===== src/rtl/logic_pkg.sv =====
// Shared operation encoding for the logic slice and anything that reuses logic_core.
package logic_pkg;

    localparam int OP_W = 3;

    typedef enum logic [OP_W-1:0] {
        OP_AND  = 3'b000,
        OP_NAND = 3'b001,
        OP_OR   = 3'b010,
        OP_NOR  = 3'b011,
        OP_XOR  = 3'b100,
        OP_XNOR = 3'b101,
        OP_NOT  = 3'b110,
        OP_PASS = 3'b111
    } op_t;

endpackage


===== src/rtl/logic_core.sv =====
// Purely combinational bitwise function f(op, a, y); y is ignored for NOT and PASS.
module logic_core
    import logic_pkg::*;
#(
    parameter int WIDTH = 4
) (
    input  op_t              op,
    input  logic [WIDTH-1:0] a,
    input  logic [WIDTH-1:0] y,
    output logic [WIDTH-1:0] res
);

    always_comb begin
        res = a;
        case (op)
            OP_AND:  res = a & y;
            OP_NAND: res = ~(a & y);
            OP_OR:   res = a | y;
            OP_NOR:  res = ~(a | y);
            OP_XOR:  res = a ^ y;
            OP_XNOR: res = ~(a ^ y);
            OP_NOT:  res = ~a;
            OP_PASS: res = a;
            default: res = a;
        endcase
    end

endmodule


===== src/rtl/logic_unit_nb.sv =====
// Registered logic slice: one-stage valid/ready pipe with an optional accumulator
// that folds a stream of right operands into a running result.
module logic_unit_nb
    import logic_pkg::*;
#(
    parameter int WIDTH = 4,
    parameter int CNT_W = 8
) (
    input  logic             clk,
    input  logic             rst,
    input  logic [OP_W-1:0]  op,
    input  logic             acc_mode,
    input  logic             acc_clr,
    input  logic             in_valid,
    output logic             in_ready,
    input  logic [WIDTH-1:0] x,
    input  logic [WIDTH-1:0] y,
    output logic             out_valid,
    input  logic             out_ready,
    output logic [WIDTH-1:0] out,
    output logic             zero,
    output logic             ones,
    output logic [CNT_W-1:0] acc_cnt
);

    logic [WIDTH-1:0] acc;
    logic [WIDTH-1:0] a;
    logic [WIDTH-1:0] res;
    logic [CNT_W-1:0] cnt_inc;
    logic             accept;

    // Ready depends only on the output register state, never on in_valid or data.
    assign in_ready = !out_valid || out_ready;
    assign accept   = in_valid && in_ready;

    // A clear on an accumulate beat seeds from x instead of the stale accumulator.
    assign a = (acc_mode && !acc_clr) ? acc : x;

    assign cnt_inc = (&acc_cnt) ? acc_cnt : acc_cnt + CNT_W'(1);

    logic_core #(.WIDTH(WIDTH)) u_core (
        .op  (op_t'(op)),
        .a   (a),
        .y   (y),
        .res (res)
    );

    always_ff @(posedge clk or posedge rst) begin
        if (rst) begin
            out_valid <= 1'b0;
            out       <= '0;
            zero      <= 1'b1;
            ones      <= 1'b0;
            acc       <= '0;
            acc_cnt   <= '0;
        end else if (accept) begin
            out       <= res;
            zero      <= (res == '0);
            ones      <= (&res);
            out_valid <= 1'b1;
            if (acc_mode) begin
                acc     <= res;
                acc_cnt <= acc_clr ? CNT_W'(1) : cnt_inc;
            end
        end else begin
            if (out_ready)
                out_valid <= 1'b0;
            if (acc_clr) begin
                acc     <= '0;
                acc_cnt <= '0;
            end
        end
    end

endmodule

===== config.mk =====
export PLATFORM = sky130hd
export DESIGN_NAME = logic_unit_nb
export DESIGN_NICKNAME = d
export VERILOG_FILES = /design/src/rtl/logic_pkg.sv /design/src/rtl/logic_core.sv /design/src/rtl/logic_unit_nb.sv
export SDC_FILE = /design/constraint.sdc
export NUM_CORES = 1
export LEC_CHECK = 0
export ABC_AREA = 1
export CELL_PAD_IN_SITES_DETAIL_PLACEMENT = 1
export CELL_PAD_IN_SITES_GLOBAL_PLACEMENT = 2
export CORE_MARGIN = 2
export CORE_UTILIZATION = 28
export DETAILED_ROUTE_END_ITERATION = 10
export PLACE_DENSITY_LB_ADDON = 0.12
export SETUP_SLACK_MARGIN = 0.05
export SYNTH_ARGS = -nofsm -noshare
export SYNTH_HDL_FRONTEND = slang
export SYNTH_HIERARCHICAL = 1
export SYNTH_SLANG_ARGS = --single-unit

===== constraint.sdc =====
create_clock -name clk -period 2.4 [get_ports clk]
set_clock_uncertainty 0.05 [all_clocks]
set_input_delay 0.36 -clock clk [delete_from_list [all_inputs] [get_ports clk]]
set_output_delay 0.36 -clock clk [all_outputs]
set_load 0.05 [all_outputs]

==> impl_results.md, run 1 <==
- First-pass DRT Iterations: 4
- Max Cap Viol: 0
- Clock sinks: 19
- M2 GR Usage: 26.2%
- Met1 Track Usage GR: 21.1%
- Number of routed nets with antenna violations: 0
- Worst path max stage delay: 0.46 ns
- Core region area: 5470 µm²
- Rows: 27
- Critical setup path kind: in -> reg
- TritonCTS buffer count: 3
- GP Congestion: 0.793
- # setup viols final: 0
- Clock root buffer: clkbuf_8
- Die ar.: 6230 µm²
- PwrDens: 459 nW/µm²
- Antenna diodes: 0
- Worst Setup End Kind: flip-flop
- All-Layer GR Usage: 15.5%
- CTS clk-pin slew, worst paths: 0.08 ns
- Grt met3 use: 1.82%
- Final-report hold violation count: 0
- Final period utilization: 84.6%
- Hold_ws: 0.379 ns
- Die W: 78.9 µm
- Post-synthesis cell type count: 28
- Setup total negative slack: 0 ns
- CP arrival: 2.13 ns
- Routed vias: 1614
- RSZ-0062 raised after global routing: false
- Total Wirelength: 4430 µm
- Slew Limit Fails: 0
- Drt first-iter violations: 51
- Post-DP HPWL: 3580 µm
- Sequential area share after synthesis: 30.3%
- FF-to-FF setup slack: 0.54 ns
- Max IR drop VDD: 0.000271 V
- Achievable frequency: 493 MHz
- Mapped Cells: 226
- Wire per inst: 12.8 µm
- First-pass GRT wire length: 7730 µm
- CP bufs+invs: 5
- Final non-filler cell total: 347
- Slew of the pin with the lowest slew margin: 0.498 ns
- Register bit total from synthesis: 19
- Required @ worst endpoint: 2.50 ns
- Syn nets: 252
- Avg Vias per Cell: 4.65
- Die Y: 78.9 µm
- CTS tree: yes
- Gr busiest metal: met2
- PortBufs: 32
- Yosys synthesis warning count: 6
- Worst Setup SP: x[2]
- Nature of the critical path startpoint: primary input
- Total global routing overflow: 0
- DRC: 0
- Nets@finish: 302
- Crit-path max FO: 3
- Syn_area_per_cell: 6.96 µm²
- Number of global-route vias before repair: 1598
- R2r startpoint: acc[2]$_DFFE_PP0P_
- Placed cells: 343
- Crit-path cells: clkdlybuf4s50_1 -> nand2_1 -> o21ai_1 -> buf_4 -> inv_1 -> ha_1 -> inv_1 -> nand4_1 -> nand2_1 -> nor2_1 -> nand3_1 -> buf_4 -> nand3_1 -> o21ai_1
- Clk buf depth: 2
- CTS H-tree lvls: 1
- CTS Hold Bufs: 0
- Clock Latency Late Sink: 0.26 ns
- Post-route core utilization: 38.6%
- Largest net degree at the start of global routing: 20
- P&R area growth vs syn: 34.3%
- Total power: 969 µW
- Antenna violations before repair: 0
- CP top delay family: buffers and inverters
- LEAKAGE: 1.06 nW
- Layout cells sized above 1: 15.3%
- I/O pin cnt: 33
- Tmin final: 2.03 ns
- Worst path slowest cell: clkdlybuf4s50_1
- Slew HR: 66.7%
- Outcome: finished clean
- Initial core utilization: 28.7%
- Worst Hold Class: in -> async
- Synthesized area: 1570 µm²
==> synthesized netlist by cell type (all sizes together) <==
master	count	area (µm²)
nand2	67	256
inv	35	139
nand4	23	150
nor2	22	92.6
dfrtp	18	450
nand3	16	80.1
o21ai	16	83.8
ha	9	113
buf	7	86.3
nand3b	4	30.0
nor3	2	15.0
a21o	1	7.51
a21oi	1	16.3
clkbuf	1	3.75
dfstp	1	26.3
nor4	1	6.26
o21bai	1	7.51
xor2	1	8.76
==> sequential cells by signal, summed over array words and instances, names as in the netlist <==
signal     flops
acc_cnt        8
zero           1
out            4
out_valid      1
ones           1
acc            4
==> timing repair <==
action / 4_1_cts / 5_1_grt
setup buffers: 0 / 0
pin swaps: 0 / 1
gates resized for setup: 2 / 7
endpoints found under the setup margin: 4 / 10
cloned: 0 / 0
==> tightest hold or removal path, delay by kind of cell <==
family                 cells  cell delay, ns
buffers and inverters      3            0.71
==> final timing paths <==
path | end | cells past startpoint
setup / recovery | ones$_DFFE_PP0P_ | 14
hold / removal | out[1]$_DFFE_PP0P_ | 3
setup reg to reg | ones$_DFFE_PP0P_ | 13
hold reg to reg | out[2]$_DFFE_PP0P_ | 2
max in group asynchronous | zero$_DFFE_PP1P_ | 3
min in group clk | acc_cnt[3]$_DFFE_PP0P_ | 4
==> per-layer routing <==
| layer | part of all wire, % | wire [µm] | vias up |
|---|---|---|---|
| li1 | - | - | 834 |
| met1 | 51 | 2260 | 757 |
| met2 | 46 | 2050 | 19 |
| met3 | 1.7 | 77 | 4 |
| met4 | 0.99 | 44 | 0 |
| met5 | 0 | 0 | - |
==> metrics by stage <==
| stage | setup slack [ns] | area (µm²) |
|---|---|---|
| 4_1_cts | 0.0651 | 2100 |
| 5_1_grt | 0.155 | 2110 |
| 3_3_place_gp | -0.251 | 2050 |
| 6_report | 0.370 | 2110 |
| 2_1_floorplan | 0.260 | 1570 |
| 3_5_place_dp | -0.265 | 2050 |
==> layout make-up <==
class,instances,area [µm²]
clock buffer,3,41.3
clock inverter,1,5.00
fill,716,3360
inverter,35,139
multi-input combinational,164,880
sequential,19,477
tap,72,90.1
timing repair buffer,53,480
==> cells in the final DEF, fill, tap and decap left out <==
master	n
nor3_1	1
clkdlybuf4s50_1	29
nand2_1	64
nand3b_1	4
dlymetal6s2s_1	2
ha_1	9
a21o_1	1
clkinv_2	1
nor2_4	1
a21oi_4	1
inv_1	30
buf_4	22
inv_2	4
nor2_1	20
dfrtp_1	18
nor2_2	1
nand4_1	22
nand3_2	1
o21ai_1	10
nand3_1	15
inv_8	1
xor2_1	1
o21ai_0	5
nor3_2	1
dfstp_2	1
nor4_1	1
nand4_2	1
clkbuf_8	3
nand2_4	1
o21ai_2	1
nand2_2	2
o21bai_1	1
==> power by group <==
group / total (mW) / internal [mW] / switching (mW)
sequential: 0.367 / 0.350 / 0.0170
clock: 0.231 / 0.116 / 0.116
combinational: 0.370 / 0.142 / 0.228
==> cells by family (layout without fill, tap and decap cells) <==
group,Yosys count,after routing,synth area share [%]
AOI/OAI and AO/OA,19,19,7.32
buffers and inverters,43,92,14.6
and+or+nand+nor,135,135,40.1
adders and majority gates,9,9,7.16
xor gates and xnor gates,1,1,0.557
DFF,19,19,30.3
Note: power is estimated with default switching activity, not from simulation.
==> inputs of run 2 (changes only) <==
--- a/config.mk
+++ b/config.mk
@@ -9,7 +9,7 @@
 export CELL_PAD_IN_SITES_DETAIL_PLACEMENT = 1
 export CELL_PAD_IN_SITES_GLOBAL_PLACEMENT = 2
 export CORE_MARGIN = 2
-export CORE_UTILIZATION = 28
+export CORE_UTILIZATION = 25
 export DETAILED_ROUTE_END_ITERATION = 10
 export PLACE_DENSITY_LB_ADDON = 0.12
 export SETUP_SLACK_MARGIN = 0.05
==> constraint.sdc (replaced) <==
create_clock -name clk -period 1.7 [get_ports clk]
set_clock_uncertainty 0.05 [all_clocks]
set_input_delay 0.255 -clock clk [delete_from_list [all_inputs] [get_ports clk]]
set_output_delay 0.255 -clock clk [all_outputs]
set_load 0.05 [all_outputs]
==> run 2 against run 1 <==
Against the previous run:
- wire length increased by 13%
- design area rose by 19%
- combinational power grew 90%
- worst hold slack lost 0.11 ns
- count of clock-buffer cells in the layout stayed put
- critical path depth fell by 3
- critical path type is now reg -> reg
- non-clock buffer count rose by 20
- first-iteration DRC count increased by 49%
- sequential share of layout area down 3.4 points
- the run now ends with negative setup slack left
- worst setup slack worse by 0.50 ns
==> impl_results.md, run 2 (synthesis results as in run 1) <==
- CP arrival: 1.98 ns (-0.15 ns)
- Total global routing overflow: 0 (unchanged)
- Post-DP HPWL: 3990 µm (+12%)
- Clock root buffer: clkbuf_8
- Rows: 28 (+3.7%)
- Final-report hold violation count: 0 (unchanged)
- Drt first-iter violations: 76 (+49%)
- Wire per inst: 13.6 µm (+6.3%)
- Crit-path max FO: 3 (unchanged)
- RSZ-0062 raised after global routing: true
- Tmin final: 1.83 ns
- Worst Setup End Kind: flip-flop
- Antenna diodes: 0 (unchanged)
- CTS tree: yes
- Layout cells sized above 1: 43.1% (+28 points)
- Logic pwr share: 45.3% (+7.1 points)
- Fill cell count: 751 (+4.9%)
- Total Wirelength: 5010 µm (+13%)
- First-pass GRT wire length: 8650 µm (+12%)
- Worst Hold Class: in -> async
- Final period utilization: 107%
- Slew of the pin with the lowest slew margin: 0.287 ns (-0.211 ns)
- Number of routed nets with antenna violations: 0 (unchanged)
- Antenna violations before repair: 0 (unchanged)
- Core region area: 5990 µm² (+9.5%)
- Post-route core utilization: 41.8% (+3.2 points)
- Hold_ws: 0.270 ns (-0.109 ns)
- CP top delay family: simple AND/OR/NAND/NOR gates
- Max reg flops: 8 (unchanged)
- Max IR drop VDD: 0.000498 V (+84%)
- Slew Limit Fails: 0 (unchanged)
- Fin worst setup slack: -0.126 ns (-0.496 ns)
- Internal Power: 955 µW (+57%)
- CP bufs+invs: 2 (-3)
- Critical setup path kind: reg -> reg
- Clock sinks: 19 (unchanged)
- Crit-path cells: inv_2 -> o21ai_4 -> buf_4 -> ha_2 -> nand3b_1 -> nand2_1 -> nor2_1 -> nand3_2 -> nor4_4 -> nand2_1 -> nand2_1
- DRC: 0 (unchanged)
- Achievable frequency: 548 MHz
- Nets@finish: 322 (+6.6%)
- First-pass DRT Iterations: 4 (unchanged)
- GP Congestion: 0.747 (-5.8%)
- Die Y: 83.3 µm (+5.5%)
- P&R area growth vs syn: 59.2%
- Sequential share of power: 33.9% (-4.0 points)
- Worst path max stage delay: 0.35 ns (-0.11 ns)
- TritonCTS buffer count: 3 (unchanged)
- Clock share of power: 20.8% (-3.1 points)
- Clk buf depth: 2 (unchanged)
- Most frequent cells in the layout: nand2_1 (57), buf_4 (49), nand4_1 (22)
- Avg Vias per Cell: 4.62 (-0.64%)
- Most flops, register: acc_cnt
- All-Layer GR Usage: 15.2% (-0.23 points)
- # setup viols final: 8 (+8)
- Nature of the critical path startpoint: flip-flop
- Die W: 83.3 µm (+5.5%)
- Biggest regs: acc_cnt: 8 flops, acc: 4 flops, out: 4 flops
- Slew HR: 80.8% (+14 points)
- Outcome: finished, violations left
- Die ar.: 6940 µm² (+11%)
- Worst path slowest cell: dfrtp_1
- CTS clk-pin slew, worst paths: 0.07 ns (about the same)
- Most used cell, CP: nand2_1
- Net Sw Power: 594 µW (+65%)
- Largest net degree at the start of global routing: 20 (unchanged)
- Number of global-route vias before repair: 1734 (+8.5%)
- I/O pin cnt: 33 (unchanged)
- Initial core utilization: 26.3% (-2.5 points)
- Routed vias: 1710 (+5.9%)
- PortBufs: 32 (unchanged)
- Switching part of the total power: 38.4% (+1.1 points)
- LEAKAGE: 1.21 nW (+14%)
- Leading cell type in the layout, fill and taps excluded: nand2_1
- Required @ worst endpoint: 1.86 ns (-0.64 ns)
- CTS H-tree lvls: 1 (unchanged)
- Max Cap Viol: 0 (unchanged)
- Clock Latency Late Sink: 0.26 ns (about the same)
- Failing checks: negative setup slack
- PwrDens: 619 nW/µm² (+35%)
==> run 2: path summary, 6_finish.rpt <==
path                                    start                     end  slack (ns)  cells after the start
hold / removal                            rst      out[2]$_DFFE_PP0P_        0.27                      3
setup reg to reg           acc[0]$_DFFE_PP0P_        zero$_DFFE_PP1P_       -0.13                     11
hold reg to reg            out[2]$_DFFE_PP0P_      out[2]$_DFFE_PP0P_        0.44                      2
min in group clk                      acc_clr  acc_cnt[3]$_DFFE_PP0P_        0.38                      5
max in group asynchronous                 rst        zero$_DFFE_PP1P_        1.07                      3
setup / recovery           acc[0]$_DFFE_PP0P_        zero$_DFFE_PP1P_       -0.13                     11
==> run 2: worst min-delay path: cells and delay by family <==
kind | cells | cell delay (ns)
buffers and inverters | 3 | 0.70
==> run 2: routing by layer <==
metal	track usage, %	routed length, µm	part of all wire [%]
met4	2.24	30	0.60
met5	0	0	0
met2	22.4	2130	42
met3	2.98	160	3.2
met1	23.3	2700	54
==> run 2: area by class of cell <==
class / count / area [µm²] / area share (%)
Clock buffer: 3 / 41.3 / 1.65
Sequential cell: 19 / 479 / 19.1
Tap cell: 75 / 93.8 / 3.75
Timing Repair Buffer: 73 / 644 / 25.7
Multi-Input combinational cell: 164 / 1100 / 43.8
Clock inverter: 1 / 5.00 / 0.200
Inverter: 35 / 144 / 5.75
==> run 2: power by group through the flow <==
stage | registers [mW] | logic, mW | clock network, mW
global placement | 0.530 | 0.590 | 0
global route | 0.532 | 0.769 | 0.356
detailed placement | 0.531 | 0.594 | 0
finish | 0.525 | 0.702 | 0.322
floorplan | 0.630 | 0.234 | 0
CTS | 0.525 | 0.655 | 0.334
==> run 2: what timing repair did <==
| item | in CTS | in global routing |
|---|---|---|
| gates resized for setup | 44 | 24 |
| buffers inserted | 2 | 3 |
| hold buffers | 0 | 0 |
| cloned | 0 | 0 |
| setup endpoints to repair | 10 | 10 |
| pin swaps | 24 | 24 |
==> run 2: per-stage QoR <==
step | setup WS, ns | total power, mW | area [µm²] | setup TNS, ns | instances
CTS | -0.102 | 1.51 | 2410 | -0.345 | 368
floorplan | -0.0206 | 0.864 | 1620 | -0.0206 | 226
global placement | -0.784 | 1.12 | 2230 | -7.52 | 362
finish | -0.126 | 1.55 | 2500 | -0.516 | 370
global route | -0.254 | 1.66 | 2500 | -1.84 | 370
detailed placement | -0.821 | 1.12 | 2230 | -7.93 | 362
